`config.mk`:
```
export PLATFORM = sky130hd
export DESIGN_NAME = ascon_decrypt
export DESIGN_NICKNAME = d
export VERILOG_FILES = /design/src/rtl/ascon_decrypt_pkg.sv /design/src/rtl/ascon_decrypt_round.sv /design/src/rtl/ascon_decrypt.sv
export SDC_FILE = /design/constraint.sdc
export NUM_CORES = 2
export LEC_CHECK = 0
export ABC_AREA = 1
export CAP_MARGIN = 20
export CORE_MARGIN = 2
export CORE_UTILIZATION = 40
export CTS_CLUSTER_SIZE = 30
export DETAILED_ROUTE_END_ITERATION = 10
export PLACE_DENSITY_LB_ADDON = 0.15
export SYNTH_ARGS = -nofsm -noshare
export SYNTH_HDL_FRONTEND = slang
export SYNTH_SLANG_ARGS = --single-unit
```
`constraint.sdc`:
```
create_clock -name clk -period 28.1 [get_ports clk]
set_input_delay 5.62 -clock clk [delete_from_list [all_inputs] [get_ports clk]]
set_output_delay 5.62 -clock clk [all_outputs]
set_load 0.02 [all_outputs]
```
`src/rtl/ascon_decrypt_pkg.sv`:
```
// Types, constants and small helpers shared by the Ascon-128 decryption core.
package ascon_decrypt_pkg;

    typedef logic [63:0]  u64_t;
    typedef logic [127:0] u128_t;

    typedef struct packed {
        u64_t x0;
        u64_t x1;
        u64_t x2;
        u64_t x3;
        u64_t x4;
    } ascon_state_t;

    typedef enum logic [2:0] {
        IDLE,
        INIT,
        AD_WAIT,
        AD_PERM,
        CT_WAIT,
        CT_PERM,
        FINAL,
        DONE
    } dec_fsm_t;

    localparam u64_t ASCON128_IV   = 64'h80400c0600000000;
    localparam u64_t DOM_SEP_CONST = 64'h0000000000000001;
    localparam u64_t PAD_CONST     = 64'h80 << 56;

    // 5-bit S-box, input/output bit 4 is the x0 lane.
    localparam logic [4:0] SBOX [32] = '{
        5'h04, 5'h0b, 5'h1f, 5'h14, 5'h1a, 5'h15, 5'h09, 5'h02,
        5'h1b, 5'h05, 5'h08, 5'h12, 5'h1d, 5'h03, 5'h06, 5'h1c,
        5'h1e, 5'h13, 5'h07, 5'h0e, 5'h00, 5'h0d, 5'h11, 5'h18,
        5'h10, 5'h0c, 5'h01, 5'h19, 5'h16, 5'h0a, 5'h0f, 5'h17
    };

    function automatic logic [7:0] rnd_const(input logic [3:0] rnd);
        return {4'(4'hf - rnd), rnd};
    endfunction

    function automatic u64_t ror(input u64_t x, input int unsigned n);
        return (x >> n) | (x << (32'd64 - n));
    endfunction

    // Padding block of an empty final CT block plus the finalization key load.
    function automatic ascon_state_t absorb_final(input ascon_state_t s, input u128_t key);
        ascon_state_t o;
        o    = s;
        o.x0 = s.x0 ^ PAD_CONST;
        o.x1 = s.x1 ^ key[127:64];
        o.x2 = s.x2 ^ key[63:0];
        return o;
    endfunction

    // Domain separation into the CT phase; an empty CT phase finalizes at once.
    function automatic ascon_state_t enter_ct(input ascon_state_t s, input u128_t key,
                                              input logic ct_empty);
        ascon_state_t o;
        o    = s;
        o.x4 = s.x4 ^ DOM_SEP_CONST;
        if (ct_empty) begin
            o = absorb_final(o, key);
        end
        return o;
    endfunction

endpackage

```
`src/rtl/ascon_decrypt_round.sv`:
```
// One combinational Ascon permutation round: constant add, S-box layer, linear layer.
module ascon_decrypt_round
    import ascon_decrypt_pkg::*;
(
    input  ascon_state_t state_in,
    input  logic [7:0]   rc,
    output ascon_state_t state_out
);

    ascon_state_t c;
    ascon_state_t s;
    logic [4:0]   col;

    always_comb begin
        c    = state_in;
        c.x2 = state_in.x2 ^ {56'h0, rc};
        s    = c;
        col  = '0;
        for (int unsigned i = 0; i < 64; i++) begin
            col      = SBOX[{c.x0[i], c.x1[i], c.x2[i], c.x3[i], c.x4[i]}];
            s.x0[i]  = col[4];
            s.x1[i]  = col[3];
            s.x2[i]  = col[2];
            s.x3[i]  = col[1];
            s.x4[i]  = col[0];
        end
    end

    always_comb begin
        state_out.x0 = s.x0 ^ ror(s.x0, 19) ^ ror(s.x0, 28);
        state_out.x1 = s.x1 ^ ror(s.x1, 61) ^ ror(s.x1, 39);
        state_out.x2 = s.x2 ^ ror(s.x2, 1)  ^ ror(s.x2, 6);
        state_out.x3 = s.x3 ^ ror(s.x3, 10) ^ ror(s.x3, 17);
        state_out.x4 = s.x4 ^ ror(s.x4, 7)  ^ ror(s.x4, 41);
    end

endmodule

```
`src/rtl/ascon_decrypt.sv`:
```
// Ascon-128 decryption core: one permutation round per cycle, 64-bit block stream in,
// plaintext out, tag verdict at the end.
module ascon_decrypt
    import ascon_decrypt_pkg::*;
#(
    parameter int unsigned ROUNDS_A = 12,
    parameter int unsigned ROUNDS_B = 6
) (
    input  logic          clk,
    input  logic          rst,
    input  logic          start_i,
    input  logic          ad_empty_i,
    input  logic          ct_empty_i,
    input  logic [127:0]  key_i,
    input  logic [127:0]  nonce_i,
    input  logic [127:0]  tag_i,
    input  logic [63:0]   blk_i,
    input  logic          blk_valid_i,
    input  logic          blk_last_i,
    output logic          blk_ready_o,
    output logic [63:0]   pt_o,
    output logic          pt_valid_o,
    output logic          busy_o,
    output logic          done_o,
    output logic          tag_ok_o
);

    localparam logic [3:0] LOAD_A   = 4'(12 - ROUNDS_A);
    localparam logic [3:0] LOAD_B   = 4'(12 - ROUNDS_B);
    localparam logic [3:0] RND_LAST = 4'd11;

    dec_fsm_t     state;
    ascon_state_t s;
    ascon_state_t r;
    ascon_state_t init_fin;
    ascon_state_t ct_from_init;
    ascon_state_t ct_from_ad;
    logic [3:0]   rnd;
    logic [7:0]   rc;
    logic         blk_last;
    logic         ad_pad;
    logic         ad_empty;
    logic         ct_empty;
    logic         accept;
    logic         last_round;
    u128_t        tag;

    assign rc = rnd_const(rnd);

    ascon_decrypt_round u_round (
        .state_in  (s),
        .rc        (rc),
        .state_out (r)
    );

    assign last_round  = (rnd == RND_LAST);
    assign blk_ready_o = (state == AD_WAIT) || (state == CT_WAIT);
    assign accept      = blk_valid_i && blk_ready_o;
    assign pt_valid_o  = (state == CT_WAIT) && blk_valid_i;
    assign pt_o        = pt_valid_o ? (s.x0 ^ blk_i) : '0;
    assign busy_o      = (state != IDLE);
    assign tag         = {r.x3, r.x4} ^ key_i;

    // Candidate states for the phase transitions that happen on a terminal round.
    always_comb begin
        init_fin     = r;
        init_fin.x3  = r.x3 ^ key_i[127:64];
        init_fin.x4  = r.x4 ^ key_i[63:0];
        ct_from_init = enter_ct(init_fin, key_i, ct_empty);
        ct_from_ad   = enter_ct(r, key_i, ct_empty);
    end

    always_ff @(posedge clk or posedge rst) begin
        if (rst) begin
            state    <= IDLE;
            s        <= '0;
            rnd      <= '0;
            blk_last <= 1'b0;
            ad_pad   <= 1'b0;
            ad_empty <= 1'b0;
            ct_empty <= 1'b0;
            done_o   <= 1'b0;
            tag_ok_o <= 1'b0;
        end else begin
            done_o   <= 1'b0;
            tag_ok_o <= 1'b0;
            case (state)
                IDLE: begin
                    if (start_i) begin
                        s        <= {ASCON128_IV, key_i, nonce_i};
                        rnd      <= LOAD_A;
                        ad_empty <= ad_empty_i;
                        ct_empty <= ct_empty_i;
                        state    <= INIT;
                    end
                end
                INIT: begin
                    s   <= r;
                    rnd <= rnd + 4'd1;
                    if (last_round) begin
                        if (ad_empty) begin
                            s     <= ct_from_init;
                            rnd   <= LOAD_A;
                            state <= ct_empty ? FINAL : CT_WAIT;
                        end else begin
                            s     <= init_fin;
                            state <= AD_WAIT;
                        end
                    end
                end
                AD_WAIT: begin
                    if (accept) begin
                        s.x0     <= s.x0 ^ blk_i;
                        rnd      <= LOAD_B;
                        blk_last <= blk_last_i;
                        ad_pad   <= 1'b0;
                        state    <= AD_PERM;
                    end
                end
                AD_PERM: begin
                    s   <= r;
                    rnd <= rnd + 4'd1;
                    if (last_round) begin
                        if (ad_pad) begin
                            s     <= ct_from_ad;
                            rnd   <= LOAD_A;
                            state <= ct_empty ? FINAL : CT_WAIT;
                        end else if (blk_last) begin
                            // Full-block AD is followed by a separate padding block.
                            s.x0   <= r.x0 ^ PAD_CONST;
                            rnd    <= LOAD_B;
                            ad_pad <= 1'b1;
                        end else begin
                            state <= AD_WAIT;
                        end
                    end
                end
                CT_WAIT: begin
                    if (accept) begin
                        s.x0     <= blk_i;
                        rnd      <= LOAD_B;
                        blk_last <= blk_last_i;
                        state    <= CT_PERM;
                    end
                end
                CT_PERM: begin
                    s   <= r;
                    rnd <= rnd + 4'd1;
                    if (last_round) begin
                        if (blk_last) begin
                            s     <= absorb_final(r, key_i);
                            rnd   <= LOAD_A;
                            state <= FINAL;
                        end else begin
                            state <= CT_WAIT;
                        end
                    end
                end
                FINAL: begin
                    s   <= r;
                    rnd <= rnd + 4'd1;
                    if (last_round) begin
                        done_o   <= 1'b1;
                        tag_ok_o <= (tag == tag_i);
                        state    <= DONE;
                    end
                end
                DONE: begin
                    state <= IDLE;
                end
                default: begin
                    state <= IDLE;
                end
            endcase
        end
    end

endmodule

```
==> results.sh <==
export IMPL_status="finished with violations"
export IMPL_violations="design-rule violations"
export IMPL_dp_final_hpwl_microns=264000
export IMPL_design_die_area_sq_mm=0.119
export IMPL_grt_pass1_vias=52300
export IMPL_yosys_area_top_type_share=0.193
export IMPL_yosys_area_top_type="nand2_1"
export IMPL_critPathArrivalTime_ns=8.14
export IMPL_hold_start="blk_last"
export IMPL_antenna_found_initial=46
export IMPL_grt_setup_unrepaired="false"
export IMPL_worstMarginPinSlew_ns=1.39
export IMPL_grt_pass1_wl_microns=428000
export IMPL_drt_pass1_iterations=11
export IMPL_critPathRequiredTime_ns=22.48
export IMPL_crit_slowest_cell="buf_4"
export IMPL_initial_core_util=0.404
export IMPL_fin_util=0.483
export IMPL_yosys_cell_types_count=56
export IMPL_synth_common_cells="2385 x nand2_1, 886 x o21ai_0, 788 x nand3_1"
export IMPL_critPathKind="input pin to output port"
export IMPL_grt_max_degree=203
export IMPL_post_dp_cell_area_sq_mm=0.0537
export IMPL_min_path_cells=1
export IMPL_synth_edf_count=0
export IMPL_drc=1
export IMPL_grt_overflow=0
export IMPL_wl_microns=325000
export IMPL_synth_cells=7638
export IMPL_ios=524
export IMPL_max_cap_viol_count=0
export IMPL_synthMostInstantiatedCell="nand2_1"
export IMPL_antenna_left=0
export IMPL_slew_violations=0
export IMPL_hold_class="register to register"
export IMPL_regArea_sq_mm=0.00833
export IMPL_postCtsHoldBufs=0
export IMPL_hold_viol=0
export IMPL_clock_skew_ns=0.0382
export IMPL_synthArstFlopShare=1.00
export IMPL_max_freq_mhz=72.7
export IMPL_drive_gt1_frac=0.0538
export IMPL_die_h_microns=344
export IMPL_row_count=124
export IMPL_syn_nets=8452
export IMPL_postCtsSetupBuffers=0
export IMPL_dr_wl_met3_microns=47700
export IMPL_root_buffer="clkbuf_16"
export IMPL_avgSynthCellArea_sq_um=6.06
export IMPL_highest_layer="met5"
export IMPL_met1_length_microns=119000
export IMPL_slowest_delay_ns=0.57
export IMPL_numCtsBuffers=48
export IMPL_period_share=0.490
export IMPL_track_usage=0.529
export IMPL_area_delta_synth_final_pct=19.5
export IMPL_vias=60700
export IMPL_multi_input_area_sq_mm=0.0340
export IMPL_ctsResizeCount=0
export IMPL_routed_via_density=6.27
export IMPL_fillers=11800
export IMPL_reg2reg_from="state[0]"
export IMPL_clk_latency_ns=0.68
export IMPL_die_width_microns=344
export IMPL_design_area_sq_mm=0.0553
export IMPL_relSlewSlack=0.0652
export IMPL_clock_sinks=333
export IMPL_rr_worst_depth=10
export IMPL_ys_flop_type="dfrtp_1"
export IMPL_numPortBuffers=523
export IMPL_path_cells="clkdlybuf4s50_1, inv_1, nor2_1, inv_2, buf_4, nor2_1, clkdlybuf4s50_1"
export IMPL_wl_per_cell_microns=33.6
export IMPL_holdWs_ns=0.544
export IMPL_h_tree_depth=2
export IMPL_path_clk_slew_ns=0.06
export IMPL_path_max_fanout=33
export IMPL_drt_first_iter_violations=10300
export IMPL_route_met2_wl_microns=122000
export IMPL_ys_ff_latch=333
export IMPL_synthesis_area_sq_mm=0.0463
export IMPL_synth_seq_area_share=0.180
export IMPL_reg2reg_slack_ns=22.62
export IMPL_cts_tree="done"
export IMPL_period_needed_ns=13.76
export IMPL_setup_viol=0
export IMPL_worstSetupStartpointType="input pin"
export IMPL_regToRegEndpoint="s[15]"
export IMPL_holdPathEnd="ad_pad"
export IMPL_fin_tns_setup_ns=0
export IMPL_clock_path_buffers=3
export IMPL_crit_path_end_kind="output port"
export IMPL_synthTopCellsByArea="nand2_1 19%, dfrtp_1 18%, ha_1 9.7%, o21ai_0 9.6%, nand3_1 8.5%"
export IMPL_nets=8936
export IMPL_place_gp_congestion=1.19
export IMPL_yosys_warnings=0
export IMPL_coreArea_sq_mm=0.115
-- cells in the final DEF (no fill, tap or decap), types with 49 or more instances in the layout --
cell	instances
nand2_1	2383
xnor2_1	273
nand3_1	787
a21oi_1	304
nor2_1	362
xor2_1	199
a22oi_1	51
buf_4	144
inv_2	62
nand2_2	73
ha_1	359
inv_1	742
o21ai_1	76
o21ai_0	859
clkdlybuf4s50_1	523
o211ai_1	192
dfrtp_1	333
clkbuf_16	49
o2111ai_1	57
-- cells by family after synthesis --
group                      Yosys count  synth area share
AOI/OAI and AO/OA                 1685             0.208
xor gates and xnor gates           478            0.0918
adders and majority gates          359            0.0970
buffers and inverters             1060            0.0883
DFF                                333             0.180
muxes                                1          0.000216
and+or+nand+nor                   3722             0.334
-- routing by layer --
metal / global-route usage / vias to the layer above
met5: 0 / -
met4: 0.451 / 44
met3: 0.180 / 1217
met2: 0.717 / 4905
met1: 0.665 / 28200
li1: - / 26300
-- sequential cells by signal, indices dropped and copies added (netlist names) --
signal    cells
ad_pad        1
ct_empty      1
blk_last      1
rnd           4
tag_ok_o      1
done_o        1
ad_empty      1
s           320
state         3
-- per-stage QoR --
stage                     instances  worst slack, ns
after floorplan                7638            13.26
after global routing           9665            14.18
after detailed placement       9575            14.35
after global placement         9566            14.35
final                          9674            14.34
after CTS                      9656            14.34
-- worst max path at each step --
stage / startpoint / endpoint
2_1_floorplan: rst / ad_empty
3_3_place_gp: blk_valid_i / pt_o[29]
3_5_place_dp: blk_valid_i / pt_o[14]
4_1_cts: blk_valid_i / pt_o[20]
5_1_grt: blk_valid_i / pt_o[24]
6_report: blk_valid_i / pt_o[14]
-- worst max-delay path, delay by kind of cell --
kind,cells,cell delay [ns]
simple gates,2,0.15
buf+inv,5,2.23
-- layout make-up --
class | count | share of cell area
clock buffers | 65 | 0.0250
well taps | 1512 | 0.0342
inverters | 813 | 0.0557
clock inverters | 16 | 0.00305
multi-input cells | 6245 | 0.614
diodes | 9 | 0.000407
repair buffers | 681 | 0.117
flip-flops and latches | 333 | 0.151
Power is left out: the tool's default activity adds up to more than one toggle a clock period on the data nets, which glitch-free logic cannot reach.
